<file path="src/rtl/iic_slave_core.sv">
// iic_slave_core
//   I2C slave byte engine (7-bit address SADDR). Oversamples SCL/SDA with
//   i_clk (at least 16x SCL), acknowledges its address, receives an
//   unlimited stream of write bytes, and returns bytes on read until the
//   master NACKs. Partial bytes are discarded on START/STOP.
// Ports
//   i_clk, i_rst    : system clock, synchronous active-high reset
//   i_i2c_scl/sda   : bus pin levels (asynchronous)
//   o_i2c_sda_oe    : 1 = pull SDA low, 0 = release
//   o_rx_data/valid : received byte and its one-cycle strobe
//   i_tx_data       : byte to return on read
//   o_tx_req        : one-cycle strobe, i_tx_data captured
//   o_i2c_busy      : high while this slave is addressed
module iic_slave_core #(
  parameter logic [6:0] SADDR = 7'h27
) (
  input  logic       i_clk,
  input  logic       i_rst,
  input  logic       i_i2c_scl,
  input  logic       i_i2c_sda,
  output logic       o_i2c_sda_oe,
  output logic [7:0] o_rx_data,
  output logic       o_rx_valid,
  input  logic [7:0] i_tx_data,
  output logic       o_tx_req,
  output logic       o_i2c_busy
);

  typedef enum logic [2:0] {
    S_IDLE, S_ADDR, S_ACK_ADDR, S_WRITE, S_ACK_WRITE, S_READ, S_ACK_READ, S_IGNORE
  } state_t;

  state_t      state_q, state_d;
  logic        scl_meta_q, scl_sync_q, scl_hist_q;
  logic        sda_meta_q, sda_sync_q, sda_hist_q;
  logic [3:0]  cnt_q;
  logic        bit9_q;    // ninth (acknowledge) SCL rise already seen
  logic        rw_q;
  logic        nack_q;
  logic        oe_q;
  logic        rx_valid_q;
  logic        tx_req_q;
  logic [7:0]  rx_data_q;
  logic [7:0]  shift_q;

  logic        scl_rise, scl_fall, start_det, stop_det, last_bit, tx_load;
  logic [7:0]  byte_in;

  // Synchronizer stage: two metastability flops plus one history flop
  always_ff @(posedge i_clk) begin
    if (i_rst) begin
      scl_meta_q <= 1'b1;
      scl_sync_q <= 1'b1;
      scl_hist_q <= 1'b1;
      sda_meta_q <= 1'b1;
      sda_sync_q <= 1'b1;
      sda_hist_q <= 1'b1;
    end else begin
      scl_meta_q <= i_i2c_scl;
      scl_sync_q <= scl_meta_q;
      scl_hist_q <= scl_sync_q;
      sda_meta_q <= i_i2c_sda;
      sda_sync_q <= sda_meta_q;
      sda_hist_q <= sda_sync_q;
    end
  end

  // START/STOP need SCL high in both samples so an SCL edge is never mistaken
  // for a bus condition.
  assign scl_rise  = scl_sync_q & ~scl_hist_q;
  assign scl_fall  = ~scl_sync_q & scl_hist_q;
  assign start_det = scl_sync_q & scl_hist_q & ~sda_sync_q & sda_hist_q;
  assign stop_det  = scl_sync_q & scl_hist_q & sda_sync_q & ~sda_hist_q;
  assign byte_in   = {shift_q[6:0], sda_sync_q};
  assign last_bit  = scl_rise && (cnt_q == 4'd7);
  // End of an acknowledge slot that hands the bus a fresh read byte.
  assign tx_load   = scl_fall && bit9_q &&
                     (((state_q == S_ACK_ADDR) && rw_q) ||
                      ((state_q == S_ACK_READ) && !nack_q));

  always_ff @(posedge i_clk) begin
    if (i_rst) state_q <= S_IDLE;
    else       state_q <= state_d;
  end

  always_comb begin
    state_d = state_q;
    if (stop_det) begin
      state_d = S_IDLE;
    end else if (start_det) begin
      state_d = S_ADDR;
    end else begin
      case (state_q)
        S_ADDR:      if (last_bit) state_d = (byte_in[7:1] == SADDR) ? S_ACK_ADDR : S_IGNORE;
        S_ACK_ADDR:  if (scl_fall && bit9_q) state_d = rw_q ? S_READ : S_WRITE;
        S_WRITE:     if (last_bit) state_d = S_ACK_WRITE;
        S_ACK_WRITE: if (scl_fall && bit9_q) state_d = S_WRITE;
        S_READ:      if (scl_fall && (cnt_q == 4'd8)) state_d = S_ACK_READ;
        S_ACK_READ:  if (scl_fall && bit9_q) state_d = nack_q ? S_IGNORE : S_READ;
        default:     state_d = state_q;
      endcase
    end
  end

  always_comb begin
    o_i2c_busy = 1'b0;
    case (state_q)
      S_ACK_ADDR, S_WRITE, S_ACK_WRITE, S_READ, S_ACK_READ: o_i2c_busy = 1'b1;
      default: o_i2c_busy = 1'b0;
    endcase
  end

  assign o_i2c_sda_oe = oe_q;
  assign o_rx_data    = rx_data_q;
  assign o_rx_valid   = rx_valid_q;
  assign o_tx_req     = tx_req_q;

  // Control and output registers
  always_ff @(posedge i_clk) begin
    if (i_rst) begin
      cnt_q      <= 4'd0;
      bit9_q     <= 1'b0;
      rw_q       <= 1'b0;
      nack_q     <= 1'b0;
      oe_q       <= 1'b0;
      rx_valid_q <= 1'b0;
      tx_req_q   <= 1'b0;
      rx_data_q  <= 8'h00;
    end else begin
      rx_valid_q <= 1'b0;
      tx_req_q   <= 1'b0;
      if (stop_det || start_det) begin
        cnt_q  <= 4'd0;
        bit9_q <= 1'b0;
        oe_q   <= 1'b0;
      end else begin
        case (state_q)
          S_ADDR: begin
            if (scl_rise) cnt_q <= cnt_q + 4'd1;
            if (last_bit) rw_q <= sda_sync_q;
          end
          S_ACK_ADDR, S_ACK_WRITE: begin
            if (scl_rise) bit9_q <= 1'b1;
            if (scl_fall) begin
              if (!bit9_q) begin
                oe_q <= 1'b1;
              end else begin
                oe_q   <= 1'b0;
                cnt_q  <= 4'd0;
                bit9_q <= 1'b0;
              end
            end
            if (tx_load) begin
              oe_q     <= ~i_tx_data[7];
              tx_req_q <= 1'b1;
            end
          end
          S_WRITE: begin
            if (scl_rise) cnt_q <= cnt_q + 4'd1;
            if (last_bit) begin
              rx_data_q  <= byte_in;
              rx_valid_q <= 1'b1;
            end
          end
          S_READ: begin
            if (scl_rise && (cnt_q != 4'd8)) cnt_q <= cnt_q + 4'd1;
            if (scl_fall) begin
              if (cnt_q == 4'd8) begin
                oe_q   <= 1'b0;
                bit9_q <= 1'b0;
              end else begin
                oe_q <= ~shift_q[6];
              end
            end
          end
          S_ACK_READ: begin
            if (scl_rise) begin
              bit9_q <= 1'b1;
              nack_q <= sda_sync_q;
            end
            if (scl_fall && bit9_q) begin
              cnt_q  <= 4'd0;
              bit9_q <= 1'b0;
              oe_q   <= 1'b0;
            end
            if (tx_load) begin
              oe_q     <= ~i_tx_data[7];
              tx_req_q <= 1'b1;
            end
          end
          default: oe_q <= 1'b0;
        endcase
      end
    end
  end

  // Shift register: samples on SCL rise when receiving, shifts on SCL fall
  // when transmitting.
  always_ff @(posedge i_clk) begin
    if (tx_load) begin
      shift_q <= i_tx_data;
    end else if (scl_rise && ((state_q == S_ADDR) || (state_q == S_WRITE))) begin
      shift_q <= byte_in;
    end else if (scl_fall && (state_q == S_READ) && (cnt_q != 4'd8)) begin
      shift_q <= {shift_q[6:0], 1'b0};
    end
  end

endmodule

</file>
<file path="config.mk">
export PLATFORM = sky130hd
export DESIGN_NAME = iic_slave_core
export DESIGN_NICKNAME = d
export VERILOG_FILES = /design/src/rtl/iic_slave_core.sv
export SDC_FILE = /design/constraint.sdc
export NUM_CORES = 1
export LEC_CHECK = 0
export ABC_CLOCK_PERIOD_IN_PS = 3900
export CAP_MARGIN = 40
export CORE_MARGIN = 4
export CORE_UTILIZATION = 30
export CTS_CLUSTER_DIAMETER = 30
export CTS_CLUSTER_SIZE = 24
export DETAILED_ROUTE_END_ITERATION = 10
export GPL_TIMING_DRIVEN = 0
export PLACE_DENSITY = 0.49
export SKIP_CTS_REPAIR_TIMING = 1
export SLEW_MARGIN = 0
export SYNTH_ARGS = -nofsm -noshare
export SYNTH_HDL_FRONTEND = slang
export SYNTH_SLANG_ARGS = --single-unit
</file>
<file path="constraint.sdc">
create_clock -name i_clk -period 3.9 [get_ports i_clk]
set_clock_uncertainty 0.2 [all_clocks]
set_input_delay 1.17 -clock i_clk [delete_from_list [all_inputs] [get_ports i_clk]]
set_output_delay 1.17 -clock i_clk [all_outputs]
set_load 0.01 [all_outputs]
</file>
After elaboration in Yosys (flattened, before gate mapping)
Cells that the tools add are included.
{"block": "totals", "reg_bits": 34, "latch_bits": 0, "ram_bits": 0, "rom_bits": 0, "out_inout_bits": 12, "n_memories": 0}
{"block": "classes", "n_addsub": 1, "mul": 0, "div": 0, "n_lt_le_gt_ge": 0, "n_eq_ne": 30, "shift": 0, "n_mux": 38, "n_bitwise": 17, "reduce_logical": 36}
{"cell": "3-bit two-way mux", "count": 8}
{"cell": "3-bit != test, second input constant", "count": 8}
{"cell": "2-bit != test, second input constant", "count": 11}
{"cell": "7-bit two-way mux", "count": 3}
{"cell": "4-bit two-way mux", "count": 5}
{"cell": "3-bit case mux with 6 select lines", "count": 1}
{"cell": "1-bit two-way mux", "count": 17}
{"cell": "4-bit case mux with 4 select lines", "count": 1}
{"cell": "7-bit AND reduction", "count": 2}
{"cell": "3-bit AND reduction", "count": 4}
{"cell": "3-bit OR reduction", "count": 4}
{"cell": "1-bit logical AND", "count": 10}
{"cell": "1-bit inverter", "count": 10}
{"cell": "3-bit == test, second input constant", "count": 3}
{"cell": "2-bit OR reduction", "count": 4}
{"cell": "1-bit bitwise AND", "count": 7}
{"cell": "7-bit by 6-bit == test with 1-bit output, second input constant", "count": 1}
{"cell": "7-bit nonzero test", "count": 1}
{"cell": "3-bit by 2-bit == test with 1-bit output, second input constant", "count": 2}
{"cell": "6-bit AND reduction", "count": 1}
{"cell": "3-bit nonzero test", "count": 2}
{"cell": "6-bit nonzero test", "count": 1}
{"cell": "5-bit OR reduction", "count": 1}
{"cell": "4-bit by 1-bit adder with 4-bit output, second input constant", "count": 1}
{"cell": "other kinds (12)", "count": 14}

Longest topological paths before layout
Gate-level depths: netlist of run 1.
{"block": "logic_depth", "depth_word": 7, "mapped_depth": 7, "depth_no_buf": 6}

Least setup slack after synthesis of run 1
Ideal clock, no wire load.
{"block": "synth_path", "kind": "input -> register", "startpoint": "input port i_tx_data[7]", "endpoint": "register oe_q, in the netlist o_i2c_sda_oe", "setup_time_ns": 0.060, "arrival_time_ns": 1.947, "required_ns": 3.640, "slack_ns": 1.692, "cell_stages": 4, "cell_sequence": "nand4bb_1 > a2111oi_0 > a311o_1 > a32o_1"}
{"block": "synth_via", "elab_chain_len": 3, "elab_cells_between_ends": 4, "classes_between": "mux: 3; bitwise: 1"}
{"element": "start: declaration", "line_no": "24", "source": "input logic [7:0] i_tx_data,"}
{"element": "1-bit inverter *", "line_no": "154, 187"}
{"element": "1-bit two-way mux (on tied branches)", "line_no": "186, 153"}
{"element": "1-bit case mux with 4 select lines *", "line_no": "137", "source": "case (state_q)"}
{"element": "end signal: assignment", "line_no": "154", "source": "oe_q <= ~i_tx_data[7];"}
{"element": "end signal: assignment", "line_no": "172", "source": "oe_q <= ~shift_q[6];"}
{"element": "end signal: assignment", "line_no": "187", "source": "oe_q <= ~i_tx_data[7];"}
{"element": "end: declaration", "line_no": "40", "source": "logic oe_q;"}
Every way passes the cells marked *; elsewhere a longest branch is shown, timed or not.
A chain may end at the register's enable or synchronous reset.

Worst setup path in the final report of run 1
{"block": "layout_path", "startpoint": "register state_q[2]", "endpoint": "output port o_i2c_busy"}
{"block": "layout_via", "elab_chain_len": 3, "elab_cells_between_ends": 7, "classes_between": "eq/ne: 5; mux: 1; reduce/logical: 1"}
{"element": "start: declaration", "line_no": "33", "source": "state_t state_q, state_d;"}
{"element": "start signal: assignment", "line_no": "83", "source": "else state_q <= state_d;"}
{"element": "3-bit by 2-bit == test with 1-bit output / 3-bit == test (equally long branches)", "line_no": "107", "source": "case (state_q)"}
{"element": "5-bit OR reduction *", "line_no": "107"}
{"element": "1-bit two-way mux *", "line_no": "107"}
{"element": "end: declaration", "line_no": "26", "source": "output logic o_i2c_busy"}
Marked as above.

==> flow_metrics.py, run 1 <==
metrics = {
    "yosys": {
        "synth_area_um2": 1720,
        "yosys.cell_types.count": 48,
        "ys_async_sr_fraction_pct": 0,
        "synth_warnings": 0,
        "synth-seq-cells": 34,
        "synthCells": 174,
        "synth_area_leaders": "dfxtp_1 (31%), edfxtp_1 (12%), mux2i_1 (8.1%)",
        "syn-mean-instance-area_um2": 9.89,
        "seq_area_frac_synth_pct": 43.6,
        "yosysTopAreaCell": "dfxtp_1",
        "synth_ff_type": "dfxtp_1",
        "yosysTopAreaCellShare_pct": 31.4,
        "synth_edf_count": 7,
        "synth_nets": 188,
    },
    "final_layout": {
        "area_growth_pct": 23.3,
        "fillers": 570,
        "drive_gt1_share_pct": 16.2,
        "n_antenna_cell": 0,
        "final_area_um2": 2120,
        "layout_commonest_cell": "dfxtp_1",
        "final_util_pct": 38.3,
        "fin_cells": 276,
        "layout.cells.most_common_list": "dfxtp_1 (27), clkdlybuf4s50_1 (22), nor2_1 (16)",
        "nets": 217,
    },
    "placed_design": {
        "gp_congestion": 0.880,
        "post_dp_cell_area_um2": 2030,
        "hpwl_um": 3200,
        "placedCellCount": 268,
        "port-buffer-count": 22,
        "pre_cts_slack_ps": 1060,
    },
    "die": {
        "initial_utilization_pct": 31.1,
        "core_um2": 5540,
        "pin_count": 24,
        "fp.dieArea_um2": 7010,
        "die_w_um": 83.7,
        "die_y_um": 83.7,
        "rows": 27,
    },
    "drt": {
        "vias": 1416,
        "drc": 0,
        "drt_first_pass_iters": 4,
        "antenna_left": 0,
        "viasPerCell": 5.13,
        "drt-wirelength-per-cell_um": 15.3,
        "drt_iter0_drc": 148,
        "drt-total-wl_um": 4220,
    },
    "timing": {
        "maxSlewHeadroom_pct": 51.6,
        "rsz0062_at_grt": "no",
        "fin_ws_ps": 796,
        "fin_crit_sh_pct": 79.6,
        "fin_crit_ps": 3100,
        "finalSetupViolCount": 0,
        "tightest_slew_ps": 726,
        "max_freq_mhz": 322,
        "finalHoldViolCount": 0,
        "slew_viol_final": 0,
        "finalSetupTns_ps": 0,
    },
    "clocking": {
        "clkSinkCount": 34,
        "cts_max_path_buffers": 2,
        "cts_tree": "yes",
        "cts_buffers": 5,
        "insertion_delay_ps": 290,
        "htreeDepth": 2,
        "cts_root_buf": "clkbuf_8",
        "clk_pin_slew_worst_paths_ps": 80,
    },
    "critical_path": {
        "worst_path_most_repeated_cell": "nor2_1",
        "crit_type": "reg2out",
        "worstPathArrival_ps": 1730,
        "cpMaxStageDelayCell": "clkdlybuf4s50_1",
        "cp-start-kind": "register",
        "r2r-end": "shift_q[6]",
        "reg2reg_from": "cnt_q[0]",
        "rr_worst_depth": 6,
        "cp.required_ps": 2530,
        "crit_fanout": 10,
        "critPathMaxStageDelay_ps": 560,
        "cp_cell_sequence": "buf_2 -> nor2_1 -> nor2_1 -> clkdlybuf4s50_1",
        "r2r_slack_ps": 1450,
        "endpoint_kind": "output port",
    },
    "status": {
        "status": "finished clean",
    },
    "power_and_ir_drop": {
        "ir_drop_mv": 0.130,
        "power_density_nw_per_um2": 316,
        "p_leak_nw": 0.740,
    },
    "worst_hold_path": {
        "hold_class": "reg2reg",
        "min-delay-start": "scl_meta_q",
        "holdPathStages": 1,
        "holdPathEnd": "scl_sync_q",
    },
    "run": {
        "maxCapViolCount": 0,
    },
    "grt": {
        "antenna_found_initial": 0,
        "grt_max_degree": 11,
        "grt_pass1_wl_um": 6930,
        "first_global_vias": 1439,
        "grtUsageTotal_pct": 12.5,
        "overflow": 0,
    },
}
-- worst max-delay path by stage --
stage	cells after the start	endpoint	start
3_3_place_gp	4	o_i2c_busy	state_q[2]
3_5_place_dp	5	o_i2c_sda_oe	i_tx_data[7]
4_1_cts	4	o_i2c_busy	state_q[2]
2_1_floorplan	4	o_i2c_sda_oe	i_tx_data[7]
6_report	4	o_i2c_busy	state_q[2]
5_1_grt	4	o_i2c_busy	state_q[2]
-- sequential cells by signal, summed over array words and instances, names as in the netlist, 3 cells and up --
| register | count |
|---|---|
| cnt_q | 4 |
| o_rx_data | 8 |
| state_q | 3 |
| shift_q | 7 |
-- cells in the mapped netlist (2+ instances only) --
cell type / instances
a21oi_1: 5
a31oi_1: 2
and3_1: 2
buf_2: 4
buf_4: 4
clkbuf_1: 2
dfxtp_1: 27
edfxtp_1: 7
ha_1: 2
inv_1: 6
mux2_2: 5
mux2i_1: 14
nand2_1: 7
nand2b_1: 4
nand3_1: 3
nand3b_1: 2
nand4_1: 3
nand4b_1: 4
nor2_1: 16
nor2b_1: 3
nor3_1: 6
nor4_1: 2
o211ai_1: 3
o21a_1: 3
o21ai_0: 6
o22ai_1: 2
o32a_1: 3
or2_2: 7
-- cell families after synthesis --
kind of cell	Yosys count	synth area share, %
AOI/OAI and AO/OA	31	12.4
DFF	34	43.6
and+or+nand+nor	69	24.6
buffers and inverters	17	5.31
muxes	20	12.1
xor gates and xnor gates	1	0.509
adders and majority gates	2	1.45
-- metrics by stage --
stage,power [mW],hold WS [ps]
after floorplan,0.391,189
after global placement,0.406,192
after detailed placement,0.407,200
after CTS,0.681,220
after global routing,0.697,226
final,0.670,215
-- final cells by class --
| class | instances | area (um2) | area share [%] |
|---|---|---|---|
| repair buffers | 22 | 220 | 10.4 |
| inverters | 6 | 22.5 | 1.06 |
| clock buffers | 7 | 86.3 | 4.07 |
| flip-flops and latches | 34 | 751 | 35.4 |
| plain buffers | 11 | 68.8 | 3.24 |
| well taps | 72 | 90.1 | 4.25 |
| clock inverters | 1 | 5.00 | 0.236 |
| multi-input cells | 123 | 878 | 41.4 |
-- critical path, delay by kind of cell, from the launching register on --
kind / cells / cell delay [ps]
simple gates: 2 / 260
flops: 1 / 400
buf+inv: 2 / 790
-- power by group --
part,switching (mW),leakage (nW),internal (mW)
combinational,0.0177,0.409,0.0183
clock,0.129,0.0482,0.142
sequential,0.00242,0.283,0.360
total,0.149,0.740,0.521
-- layer usage --
layer	share of wire [%]	global-route usage [%]
met5	0	0
met4	2.3	6.29
met3	5.3	3.36
met2	50	21.5
met1	42	14.0
No activity file was read; power rests on OpenSTA's default activity.
==> run 2: changes to the inputs <==
- ABC_CLOCK_PERIOD_IN_PS: 3900 -> 2600
- PLACE_DENSITY: 0.49 -> 0.51
- clock period: 3.9 -> 2.6 ns (I/O delays scaled with it)
==> flow_metrics.py, run 2 (synthesis gave the netlist of run 1 again) <==
metrics = {
    "status": {
        "status": "finished clean",
    },
    "clocking": {
        "clk_pin_slew_worst_paths_ps": 70,
        "cts_tree": "yes",
        "insertion_delay_ps": 290,
        "cts_root_buf": "clkbuf_8",
        "cts_max_path_buffers": 2,
        "htreeDepth": 2,
        "cts_buffers": 5,
        "clkSinkCount": 34,
    },
    "die": {
        "fp.dieArea_um2": 7010,
        "pin_count": 24,
        "rows": 27,
        "initial_utilization_pct": 31.1,
        "die_y_um": 83.7,
        "die_w_um": 83.7,
        "core_um2": 5540,
    },
    "power_and_ir_drop": {
        "sw_frac_of_total_pct": 22.5,
        "p_int_mw": 0.782,
        "netSwitchingPower_mw": 0.227,
        "p_leak_nw": 0.760,
        "ir_drop_mv": 0.279,
        "power_density_nw_per_um2": 472,
        "power_mw": 1.01,
        "combPwrFrac_pct": 5.3,
        "clkPwrFrac_pct": 40.7,
        "pwr-share-seq_pct": 53.9,
    },
    "grt": {
        "grtUsageTotal_pct": 11.9,
        "first_global_vias": 1356,
        "grt_max_degree": 11,
        "antenna_found_initial": 0,
        "grt_pass1_wl_um": 6670,
        "overflow": 0,
    },
    "drt": {
        "drt-wirelength-per-cell_um": 14.2,
        "viasPerCell": 5.00,
        "drt-total-wl_um": 3930,
        "drt_first_pass_iters": 4,
        "vias": 1381,
        "drt_iter0_drc": 113,
        "drc": 0,
        "antenna_left": 0,
    },
    "placed_design": {
        "gp_congestion": 0.864,
        "placedCellCount": 268,
        "hpwl_um": 2850,
        "port-buffer-count": 22,
    },
    "final_layout": {
        "layout_commonest_cell": "dfxtp_1",
        "multi_input_area_um2": 887,
        "drive_gt1_share_pct": 17.2,
        "regArea_um2": 751,
        "nets": 217,
        "fin_cells": 276,
        "fillers": 595,
        "area_growth_pct": 24.1,
        "layout.cells.most_common_list": "dfxtp_1 (27), clkdlybuf4s50_1 (21), nor2_1 (15)",
        "largest_reg_flops": 8,
        "n_antenna_cell": 0,
    },
    "timing": {
        "tightest_slew_ps": 492,
        "finalSetupTns_ps": 0,
        "fin_crit_sh_pct": 89.3,
        "slew_viol_final": 0,
        "maxSlewHeadroom_pct": 67.2,
        "finalHoldViolCount": 0,
        "finalSetupViolCount": 0,
        "fin_crit_ps": 2320,
        "max_freq_mhz": 431,
        "rsz0062_at_grt": "no",
        "holdWs_ps": 209,
    },
    "critical_path": {
        "cp-start-kind": "register",
        "cp.required_ps": 1620,
        "crit_fanout": 10,
        "critPathMaxStageDelay_ps": 400,
        "endpoint_kind": "output port",
        "worstPathArrival_ps": 1340,
        "crit_type": "reg2out",
        "cpMaxStageDelayCell": "dfxtp_1",
        "cp_cell_sequence": "buf_4 -> and3_1 -> nor2_1 -> dlymetal6s2s_1",
    },
    "run": {
        "maxCapViolCount": 0,
    },
    "worst_hold_path": {
        "hold_class": "reg2reg",
    },
}
run 2: final cells by class:
type                       instances  area share (%)
multi-input combinational        123            41.5
sequential                        34            35.1
timing repair buffer              22            10.4
tap                               72            4.22
clock buffer                       7            4.04
buffer                            11            3.34
inverter                           6            1.05
clock inverter                     1           0.234
run 2: power groups by stage:
stage,clock network [mW],registers (mW),logic (mW)
after detailed placement,0,0.556,0.0539
after floorplan,0,0.555,0.0308
final,0.411,0.544,0.0536
after global placement,0,0.556,0.0543
after CTS,0.425,0.544,0.0540
after global routing,0.450,0.544,0.0596
run 2: final timing paths:
| kind | slack, ps | depth (start not counted) | to | from |
|---|---|---|---|---|
| setup reg to reg | 310 | 6 | shift_q[2] | cnt_q[0] |
| hold / removal | 210 | 1 | sda_sync_q | sda_meta_q |
| setup / recovery | 280 | 4 | o_i2c_busy | state_q[2] |
| hold reg to reg | 210 | 1 | sda_sync_q | sda_meta_q |
run 2: critical path, delay by kind of cell (launching register included):
kind                   cells  cell delay (ps)
buffers and inverters      2              370
flip-flops                 1              400
AND/OR/NAND/NOR            2              270
run 2: through the flow:
step / area (um2) / worst slack [ps] / utilization, %
6_report: 2140 / 279 / 38.6
5_1_grt: 2140 / 207 / 38.6
4_1_cts: 2120 / -127 / 38.3
3_5_place_dp: 2030 / 36.3 / 36.7
3_3_place_gp: 2030 / 73.5 / 36.7
2_1_floorplan: 1720 / 414 / -
run 2: metal layers:
| layer | GRT usage, % | part of all wire, % |
|---|---|---|
| met4 | 5.85 | 1.4 |
| met3 | 2.47 | 4.6 |
| met5 | 0 | 0 |
| met2 | 17.9 | 45 |
| met1 | 16.2 | 49 |
==> run 3: changes to the inputs <==
- CORE_UTILIZATION: 30 -> 48
- PLACE_DENSITY: 0.51 -> 0.74
==> flow_metrics.py, run 3 (synthesis gave the netlist of run 1 again) <==
metrics = {
    "timing": {
        "fin_crit_sh_pct": 96.3,
        "fin_ws_ps": 95.4,
        "finalSetupTns_ps": 0,
        "slew_viol_final": 0,
        "tightest_slew_ps": 781,
        "maxSlewHeadroom_pct": 47.9,
        "finalHoldViolCount": 0,
        "fin_crit_ps": 2500,
        "max_freq_mhz": 399,
        "finalSetupViolCount": 0,
    },
    "power_and_ir_drop": {
        "power_density_nw_per_um2": 425,
        "ir_drop_mv": 0.272,
        "p_leak_nw": 0.740,
    },
    "drt": {
        "vias": 1406,
        "drt_first_pass_iters": 4,
        "viasPerCell": 5.62,
        "drt-total-wl_um": 3720,
        "drt_iter0_drc": 125,
        "drc": 0,
        "drt-wirelength-per-cell_um": 14.9,
        "antenna_left": 0,
    },
    "clocking": {
        "htreeDepth": 2,
        "cts_max_path_buffers": 2,
        "clk_pin_slew_worst_paths_ps": 110,
        "cts_tree": "yes",
        "cts_root_buf": "clkbuf_4",
        "cts_buffers": 5,
        "insertion_delay_ps": 340,
        "clkSinkCount": 34,
    },
    "final_layout": {
        "nets": 217,
        "final_util_pct": 60.6,
        "multi_input_area_um2": 878,
        "fillers": 265,
        "area_growth_pct": 19.4,
        "layout_commonest_cell": "dfxtp_1",
        "regArea_um2": 752,
        "n_antenna_cell": 0,
        "largest_reg_flops": 8,
        "drive_gt1_share_pct": 16.2,
        "layout.cells.most_common_list": "dfxtp_1 (26), clkdlybuf4s50_1 (21), nor2_1 (16)",
    },
    "die": {
        "initial_utilization_pct": 50.8,
        "rows": 21,
        "core_um2": 3390,
        "die_y_um": 67.9,
        "die_w_um": 67.9,
        "pin_count": 24,
        "fp.dieArea_um2": 4610,
    },
    "placed_design": {
        "hpwl_um": 2700,
        "port-buffer-count": 22,
        "pre_cts_slack_ps": 76.3,
        "gp_congestion": 0.954,
    },
    "grt": {
        "grt_max_degree": 11,
        "first_global_vias": 1393,
        "grtUsageTotal_pct": 18.9,
        "antenna_found_initial": 0,
        "overflow": 0,
        "grt_pass1_wl_um": 6570,
    },
    "critical_path": {
        "cpMaxStageDelayCell": "o22ai_1",
        "cp-start-kind": "register",
        "cp_num_cells": 6,
        "critPathMaxStageDelay_ps": 610,
        "endpoint_kind": "register",
        "cp.required_ps": 2370,
        "cp_cell_sequence": "inv_1 -> ha_1 -> and3b_1 -> buf_4 -> o32a_1 -> o22ai_1",
        "worstPathArrival_ps": 2280,
        "crit_type": "reg2reg",
        "crit_fanout": 7,
        "critical-path-top-delay-family": "compound AO/OA/AOI/OAI gates",
        "rr_worst_depth": 6,
        "path_buf_inv": 2,
    },
    "worst_hold_path": {
        "hold_class": "reg2reg",
        "holdPathStages": 1,
    },
    "status": {
        "status": "finished clean",
    },
    "run": {
        "maxCapViolCount": 0,
    },
}
[run 3: cell types whose count changed in the layout (fill, tap and decap cells not counted), sizes merged]
cell,change
buf,-1
clkinv,+1
[run 3: final timing paths]
path / from / slack [ps] / endpoint
setup / recovery: cnt_q[0] / 100 / shift_q[0]
hold / removal: scl_meta_q / 220 / scl_sync_q
setup reg to reg: cnt_q[0] / 100 / shift_q[0]
hold reg to reg: scl_meta_q / 220 / scl_sync_q
[run 3: cell type report]
type,instances,share of cell area (%)
multi-input combinational,123,42.8
inverter,6,1.10
clock buffer,6,2.01
clock inverter,2,0.426
buffer,11,3.47
sequential,34,36.6
tap,46,2.80
timing repair buffer,22,10.8
[run 3: routing by layer]
layer / GRT usage, % / share of wire (%)
met1: 24.2 / 47
met2: 30.3 / 46
met3: 5.42 / 5.8
met4: 6.70 / 1.1
met5: 0 / 0
[run 3: stage by stage]
step	hold WS, ps	total power, mW	instance area, um2	instances
2_1_floorplan	189	0.586	1720	174
3_3_place_gp	191	0.608	2000	242
3_5_place_dp	194	0.609	2000	242
4_1_cts	217	0.882	2050	250
5_1_grt	235	0.916	2050	250
6_report	216	0.873	2050	250
[run 3: where the power goes]
part | leakage [nW] | internal, mW | switching (mW)
Sequential | 0.284 | 0.540 | 0.00354
Combinational | 0.427 | 0.0275 | 0.0261
Clock | 0.0297 | 0.102 | 0.174
Total | 0.740 | 0.669 | 0.204
